==> src/rtl/fwd_sel_unit.sv <==
// EX-stage operand-forwarding select and load-use hazard controller.
// Shadows the ID/EX, EX/MEM and MEM/WB pipeline slots to drive the 3:1 forwarding muxes.
module fwd_sel_unit #(
  parameter int REG_AW = 5,
  parameter int CNT_W  = 32
) (
  input  logic              clk,
  input  logic              rst_n,
  input  logic              id_valid,
  input  logic [REG_AW-1:0] id_rs1,
  input  logic [REG_AW-1:0] id_rs2,
  input  logic              id_use_rs1,
  input  logic              id_use_rs2,
  input  logic [REG_AW-1:0] id_rd,
  input  logic              id_reg_write,
  input  logic              id_mem_read,
  input  logic              flush,
  output logic [1:0]        fwd_a,
  output logic [1:0]        fwd_b,
  output logic              stall,
  output logic [CNT_W-1:0]  stall_count
);

  typedef enum logic [1:0] {
    FWD_RF  = 2'b00,
    FWD_WB  = 2'b01,
    FWD_MEM = 2'b10
  } fwd_sel_e;

  typedef struct packed {
    logic              valid;
    logic [REG_AW-1:0] rs1;
    logic [REG_AW-1:0] rs2;
    logic              use_rs1;
    logic              use_rs2;
    logic [REG_AW-1:0] rd;
    logic              reg_write;
    logic              mem_read;
  } ex_slot_t;

  typedef struct packed {
    logic              valid;
    logic [REG_AW-1:0] rd;
    logic              reg_write;
  } wr_slot_t;

  ex_slot_t         r_ex;
  wr_slot_t         r_mem;
  wr_slot_t         r_wb;
  logic [CNT_W-1:0] r_stall_count;

  ex_slot_t         w_ex_next;
  fwd_sel_e         w_fwd_a;
  fwd_sel_e         w_fwd_b;
  logic             w_rs1_hit;
  logic             w_rs2_hit;
  logic             w_load_hazard;

  // A slot is a forwarding source only if it really writes a non-zero register.
  function automatic logic slot_supplies(input wr_slot_t slot, input logic [REG_AW-1:0] src);
    return slot.valid && slot.reg_write && (slot.rd != '0) && (slot.rd == src);
  endfunction

  // MEM is checked first so the youngest producer wins when both older slots match.
  function automatic fwd_sel_e pick_src(input logic ex_valid, input logic use_src,
                                        input logic [REG_AW-1:0] src,
                                        input wr_slot_t mem, input wr_slot_t wb);
    fwd_sel_e sel;
    sel = FWD_RF;
    if (ex_valid && use_src) begin
      if (slot_supplies(mem, src))     sel = FWD_MEM;
      else if (slot_supplies(wb, src)) sel = FWD_WB;
    end
    return sel;
  endfunction

  always_comb begin
    w_fwd_a = pick_src(r_ex.valid, r_ex.use_rs1, r_ex.rs1, r_mem, r_wb);
    w_fwd_b = pick_src(r_ex.valid, r_ex.use_rs2, r_ex.rs2, r_mem, r_wb);
  end

  assign fwd_a = w_fwd_a;
  assign fwd_b = w_fwd_b;

  // A load still in EX cannot feed the instruction in ID; flush suppresses the stall.
  always_comb begin
    w_rs1_hit     = id_use_rs1 && (id_rs1 == r_ex.rd);
    w_rs2_hit     = id_use_rs2 && (id_rs2 == r_ex.rd);
    w_load_hazard = r_ex.valid && r_ex.mem_read && (r_ex.rd != '0) && (w_rs1_hit || w_rs2_hit);
    stall         = id_valid && !flush && w_load_hazard;
  end

  always_comb begin
    // NOTE: default every field first so no path leaves w_ex_next unassigned (no latch).
    w_ex_next = '0;
    if (id_valid && !stall && !flush) begin
      w_ex_next.valid     = 1'b1;
      w_ex_next.rs1       = id_rs1;
      w_ex_next.rs2       = id_rs2;
      w_ex_next.use_rs1   = id_use_rs1;
      w_ex_next.use_rs2   = id_use_rs2;
      w_ex_next.rd        = id_rd;
      w_ex_next.reg_write = id_reg_write;
      w_ex_next.mem_read  = id_mem_read;
    end
  end

  // NOTE: every slot is reset, so an asserted rst_n drops all in-flight hazards at once.
  always_ff @(posedge clk or negedge rst_n) begin
    if (!rst_n) begin
      r_ex          <= '0;
      r_mem         <= '0;
      r_wb          <= '0;
      r_stall_count <= '0;
    end else begin
      // NOTE: non-blocking updates let WB<=MEM and MEM<=EX both see pre-edge values.
      r_wb            <= r_mem;
      r_mem.valid     <= r_ex.valid;
      r_mem.rd        <= r_ex.rd;
      r_mem.reg_write <= r_ex.reg_write;
      r_ex            <= w_ex_next;
      if (stall && (r_stall_count != '1))
        r_stall_count <= r_stall_count + CNT_W'(1);
    end
  end

  assign stall_count = r_stall_count;

endmodule

==> config.mk <==
export PLATFORM = sky130hd
export DESIGN_NAME = fwd_sel_unit
export DESIGN_NICKNAME = d
export VERILOG_FILES = /design/src/rtl/fwd_sel_unit.sv
export SDC_FILE = /design/constraint.sdc
export NUM_CORES = 1
export LEC_CHECK = 0
export CAP_MARGIN = 40
export CORE_ASPECT_RATIO = 2
export CORE_MARGIN = 1
export CORE_UTILIZATION = 45
export DETAILED_ROUTE_END_ITERATION = 8
export PLACE_DENSITY = 0.68
export RECOVER_POWER = 25
export SYNTH_ARGS = -nofsm -noshare
export SYNTH_HDL_FRONTEND = slang
export SYNTH_SLANG_ARGS = --single-unit
export TNS_END_PERCENT = 1
==> constraint.sdc <==
create_clock -name clk -period 3.05 [get_ports clk]
set_clock_uncertainty 0.2 [all_clocks]
set_input_delay 0.915 -clock clk [delete_from_list [all_inputs] [get_ports clk]]
set_output_delay 0.915 -clock clk [all_outputs]
set_load 0.02 [all_outputs]
-- Word-level counts from Yosys, hierarchy flattened
Index checks and enable logic that the tools add are counted.
- register bits after elaboration: 66
- bits in latches: 0
- bits in writable memories: 0
- bits in read-only memories: 0
- bits of input ports: 23
- output and inout bits: 37
- word-level logic and storage cells: 56
- memories kept: 0
- add/subtract/negate cells: 1
- multipliers: 0
- divide/modulo/power cells: 0
- $lt $le $gt $ge: 0
- equal/unequal tests: 7
- shift operators: 0
- multiplexer cells: 7
- bitwise logic cells: 0
- reduce and logical (&&, ||, !) cells: 26
- operators by type and width (cell ; number):
    $add 32x1->32 const B ; 1
    $ne 32x32->1 const B ; 1
    $eq 5x5->1 ; 6
    $logic_and 1x1->1 ; 20
    $mux 20 ; 1
    $reduce_bool 5->1 ; 3
    $mux 2 ; 4
    $logic_not 1->1 ; 2
    $mux 1 ; 2
    $logic_or 1x1->1 ; 1

-- Longest topological paths before layout
- word-level depth: 9
- gate-level depth with buffers: 8

-- Least setup slack after synthesis
No wires, ideal clock.
- kind: in2out
- start point: input id_rs1[0]
- end point: output stall
- arrival time: 1.797 ns
- data required time: 1.935 ns
- setup slack: 0.138 ns
- cell stages on the path: 6
- cell sequence: xnor2_1 > nand4_1 > o22ai_2 > nand3_4 > inv_2 > buf_6
- word-level cells in the longest chain between the ends: 5
- RTL lines (item ; line ; source):
    from (decl) ; 10 ; input logic [REG_AW-1:0] id_rs1,
    $eq 5x5->1 ; 87 ; w_rs1_hit = id_use_rs1 && (id_rs1 == r_ex.rd);
    $logic_and 1x1->1 ; 87 ;
    $logic_or 1x1->1 ; 89 ; w_load_hazard = r_ex.valid && r_ex.mem_read && (r_ex.rd != '0) && (w_rs1_hit || w_rs2_hit);
    $logic_and 1x1->1 ; 89 ;
    $logic_and 1x1->1 ; 90 ; stall = id_valid && !flush && w_load_hazard;
    to (decl) ; 20 ; output logic stall,
Every way passes these cells.

-- Worst setup path in the final report
- start point: register r_mem[5] in the netlist's numbering
- end point: output fwd_b[0]
- word-level cells in the longest chain between the ends: 5
- elaborated cells between the ends (all ways): 6
- classes of those cells: eq/ne (1); mux (2); reduce/logical (3)
- RTL lines (item ; line ; source):
    from (decl) ; 48 ; wr_slot_t r_mem;
    $reduce_bool 5->1 ; 61 ; return slot.valid && slot.reg_write && (slot.rd != '0) && (slot.rd == src);
    $logic_and 1x1->1 ; 61 ;
    $logic_and 1x1->1 (*) ; 61 ;
    $mux 2 (*) ; 71 ; if (slot_supplies(mem, src)) sel = FWD_MEM;
    $mux 2 (*) ; 70 ; if (ex_valid && use_src) begin
    to (decl) ; 19 ; output logic [1:0] fwd_b,
Every way passes the cells marked *; elsewhere a longest branch is shown, timed or not.

==> results.ini <==
[placed_design]
portBuffers=59
routabilityCongestion=0.808
dpl.hpwl_mm=5.52
dpl-instance-area_sq_mm=0.00387

[route]
drc_errors=0
via_per_inst=5.23
first_iter_violations=65
ant_nets=0
first_pass_iters=7
wl_per_cell_um=16.8
vias=2334
postRouteWirelength_mm=7.48

[global_route]
grt_max_degree=43
antenna_found_initial=0
grt_pass1_wl_mm=11.7
gr-total-overflow=0
track_usage_pct=22.9
grt_pass1_vias=2406

[logic_synthesis]
synth-main-ff-cell=dfrtp_1
syn_area_sq_mm=0.00312
yosys.area_share.xor_xnor_pct=17.1
synth_enable_flop_cells=0
synthSimpleGateAreaFrac_pct=25.0
synth.avg_cell_area_sq_um=11.4
yosys.area_share.adder_pct=0.401
synth_fp_nets=297
syn_inst=273
synth_top_family_by_area=simple AND/OR/NAND/NOR gates
yosys_warnings=0
muxShareOfSynthArea_pct=0.361
synth_compound_area_share_pct=2.29
ys_ff_latch=66
synth_top_area_cell=dfrtp_1
synth_area_leaders=dfrtp_1 (53%), xnor2_1 (13%), xor2_1 (4.5%), and2_1 (4.2%), nand4_1 (3.4%)
yosysUniqueCellTypes=37
synth.top_cell.area_share_pct=52.9
async_reset_ff_share_pct=100
ys_seq_area_share_pct=52.9

[layout]
multi_input_area_sq_mm=0.00146
fin_nets=377
drive_gt1_share_pct=16.5
fillCellCount=571
regArea_sq_mm=0.00165
syn_to_final_growth_pct=36.9
design_area_sq_mm=0.00427
fin_util_pct=64.0
n_antenna_cell=0

[sta]
rsz0062_at_grt=true
period_needed_ps=3140
setup_slack_ps=-90.3
drv_slew=0
fmax_ghz=0.318
slew_headroom_pct=60.7
min_period_over_period_pct=103
setup_viol=5
max_slew.worst_pin.slew_ps=590
hold_slack_ps=157
hold_viol_final=0

[worst_setup_path]
arrival_ps=2030
worstSetupPathType=flop to primary output
cp-startpoint=r_mem[5]
timing.rr.start=r_ex[2]
endpoint_kind=primary output
cp_data_required_time_ps=1930
cp_max_fo=2
start_kind=flop

[power]
p_sw_uw=456
power_density_mw_per_mm2=517
clkPwrFrac_pct=53.3
power_frac_seq_pct=41.3
power.internal_mw=1.75
ir_worst_vdd_mv=0.358
combPwrFrac_pct=5.4
power.leakage_nw=1.91
switching_share_pct=20.7
p_total_mw=2.21

[job]
cap_viol_max_count=0

[floorplan]
die_height_um=120
die_width_um=60.9
die-area_sq_mm=0.00729
start_util_pct=46.7
fp-row-count=42
core-area_sq_mm=0.00667
io_pins=60

[outcome]
status=complete, but fails checks
violations=negative setup slack

[clock_tree]
cts_buffers=9
cts_tree=yes
root_buffer=clkbuf_16
htreeDepth=3
cts_buffer_depth=2
clk_latency_ps=330
clkSlewWorstSetupHoldPaths_ps=60
clock_sinks=66

[worst_hold_path]
hold_path_class=flop to flop
min-delay-start=r_ex[1]

## metrics by stage
step	instances	setup slack, ps	TNS, ps
2_1_floorplan	273	138	0
3_3_place_gp	426	-837	-2320
3_5_place_dp	426	-826	-2310
4_1_cts	446	-115	-474
5_1_grt	446	-214	-890
6_report	446	-90.3	-384
## routing by layer
layer / share of wire (%) / GRT usage, %
met1: 35 / 22.9
met2: 58 / 41.8
met3: 4.2 / 5.28
met4: 2.5 / 11.1
met5: 0 / 0
## state kept, by name, indices dropped and copies added, names as in the netlist
register	cells
r_ex	20
stall_count	32
r_wb	7
r_mem	7
## worst paths after layout
kind / end / slack (ps) / depth (start not counted)
max in group asynchronous: stall_count[3] / 1640 / 2
worst min-delay path: r_mem[0] / 160 / 0
worst max register to register: stall_count[1] / 680 / 7
worst max-delay path: fwd_b[0] / -90 / 6
worst min register to register: r_mem[0] / 160 / 0
min in group asynchronous: r_ex[12] / 390 / 1
## cell usage after synthesis, types with 2 or more instances
| cell | instances |
|---|---|
| nor4_1 | 7 |
| inv_1 | 2 |
| or4_1 | 2 |
| and3_1 | 10 |
| xor2_1 | 16 |
| nand2_1 | 15 |
| o211ai_1 | 2 |
| and4_1 | 3 |
| dfrtp_1 | 66 |
| nand4_1 | 17 |
| buf_6 | 3 |
| or3_1 | 3 |
| nor2_1 | 10 |
| nor3_1 | 6 |
| clkbuf_1 | 2 |
| xnor2_1 | 45 |
| and2_1 | 21 |
| nand3_2 | 6 |
| nand3_1 | 19 |
## placed cells by master (no fill, tap or decap), drive strengths merged, types with 2 or more instances in the layout
master | netlist | routed
or3 | 3 | 3
nor4 | 8 | 8
inv | 3 | 3
and4 | 4 | 4
nand4 | 17 | 17
and3 | 11 | 11
o211ai | 2 | 2
xor2 | 16 | 16
nand3 | 26 | 26
nor2 | 10 | 10
dfrtp | 66 | 66
or4 | 2 | 2
and2 | 22 | 22
nand2 | 16 | 16
clkinv | 0 | 4
clkbuf | 2 | 11
clkdlybuf4s50 | 0 | 42
buf | 4 | 20
dlygate4sd2 | 0 | 10
bufinv | 0 | 3
nor3 | 6 | 6
xnor2 | 45 | 45
## critical path: stages, from the launching register on
cell	delay [ps]
dfrtp_1	380
or4_4	530
o211ai_1	250
buf_4	160
nor4_2	40
nor3_1	160
buf_4	180
## area by class of cell
type                            instances  area share (%)
Clock inverter                          7            2.75
Inverter                                3           0.322
Timing Repair Buffer                   75            16.3
Tap cell                               88            2.58
Multi-Input combinational cell        198            34.1
Clock buffer                            9            5.27
Sequential cell                        66            38.7
## logic make-up after synthesis
group	Yosys count
AND/OR/NAND/NOR	127
flip-flops	66
XOR/XNOR	61
buffers and inverters	9
AO/OA/AOI/OAI	8
multiplexers	1
adder cells (fa/ha/maj)	1
## power groups by stage
stage / sequential (mW) / combinational [mW] / clock (mW)
5_1_grt: 0.912 / 0.131 / 1.23
6_report: 0.911 / 0.120 / 1.18
3_3_place_gp: 0.925 / 0.119 / 0
4_1_cts: 0.911 / 0.124 / 1.19
3_5_place_dp: 0.926 / 0.120 / 0
2_1_floorplan: 0.923 / 0.0444 / 0
## what timing repair did
action | in CTS | in global routing
setup buffers | 4 | 0
pin swaps | 12 | 1
hold buffers | 0 | 0
resized for setup | 49 | 1
endpoints found under the setup margin | 5 | 5
(Power assumes the default switching activity.)
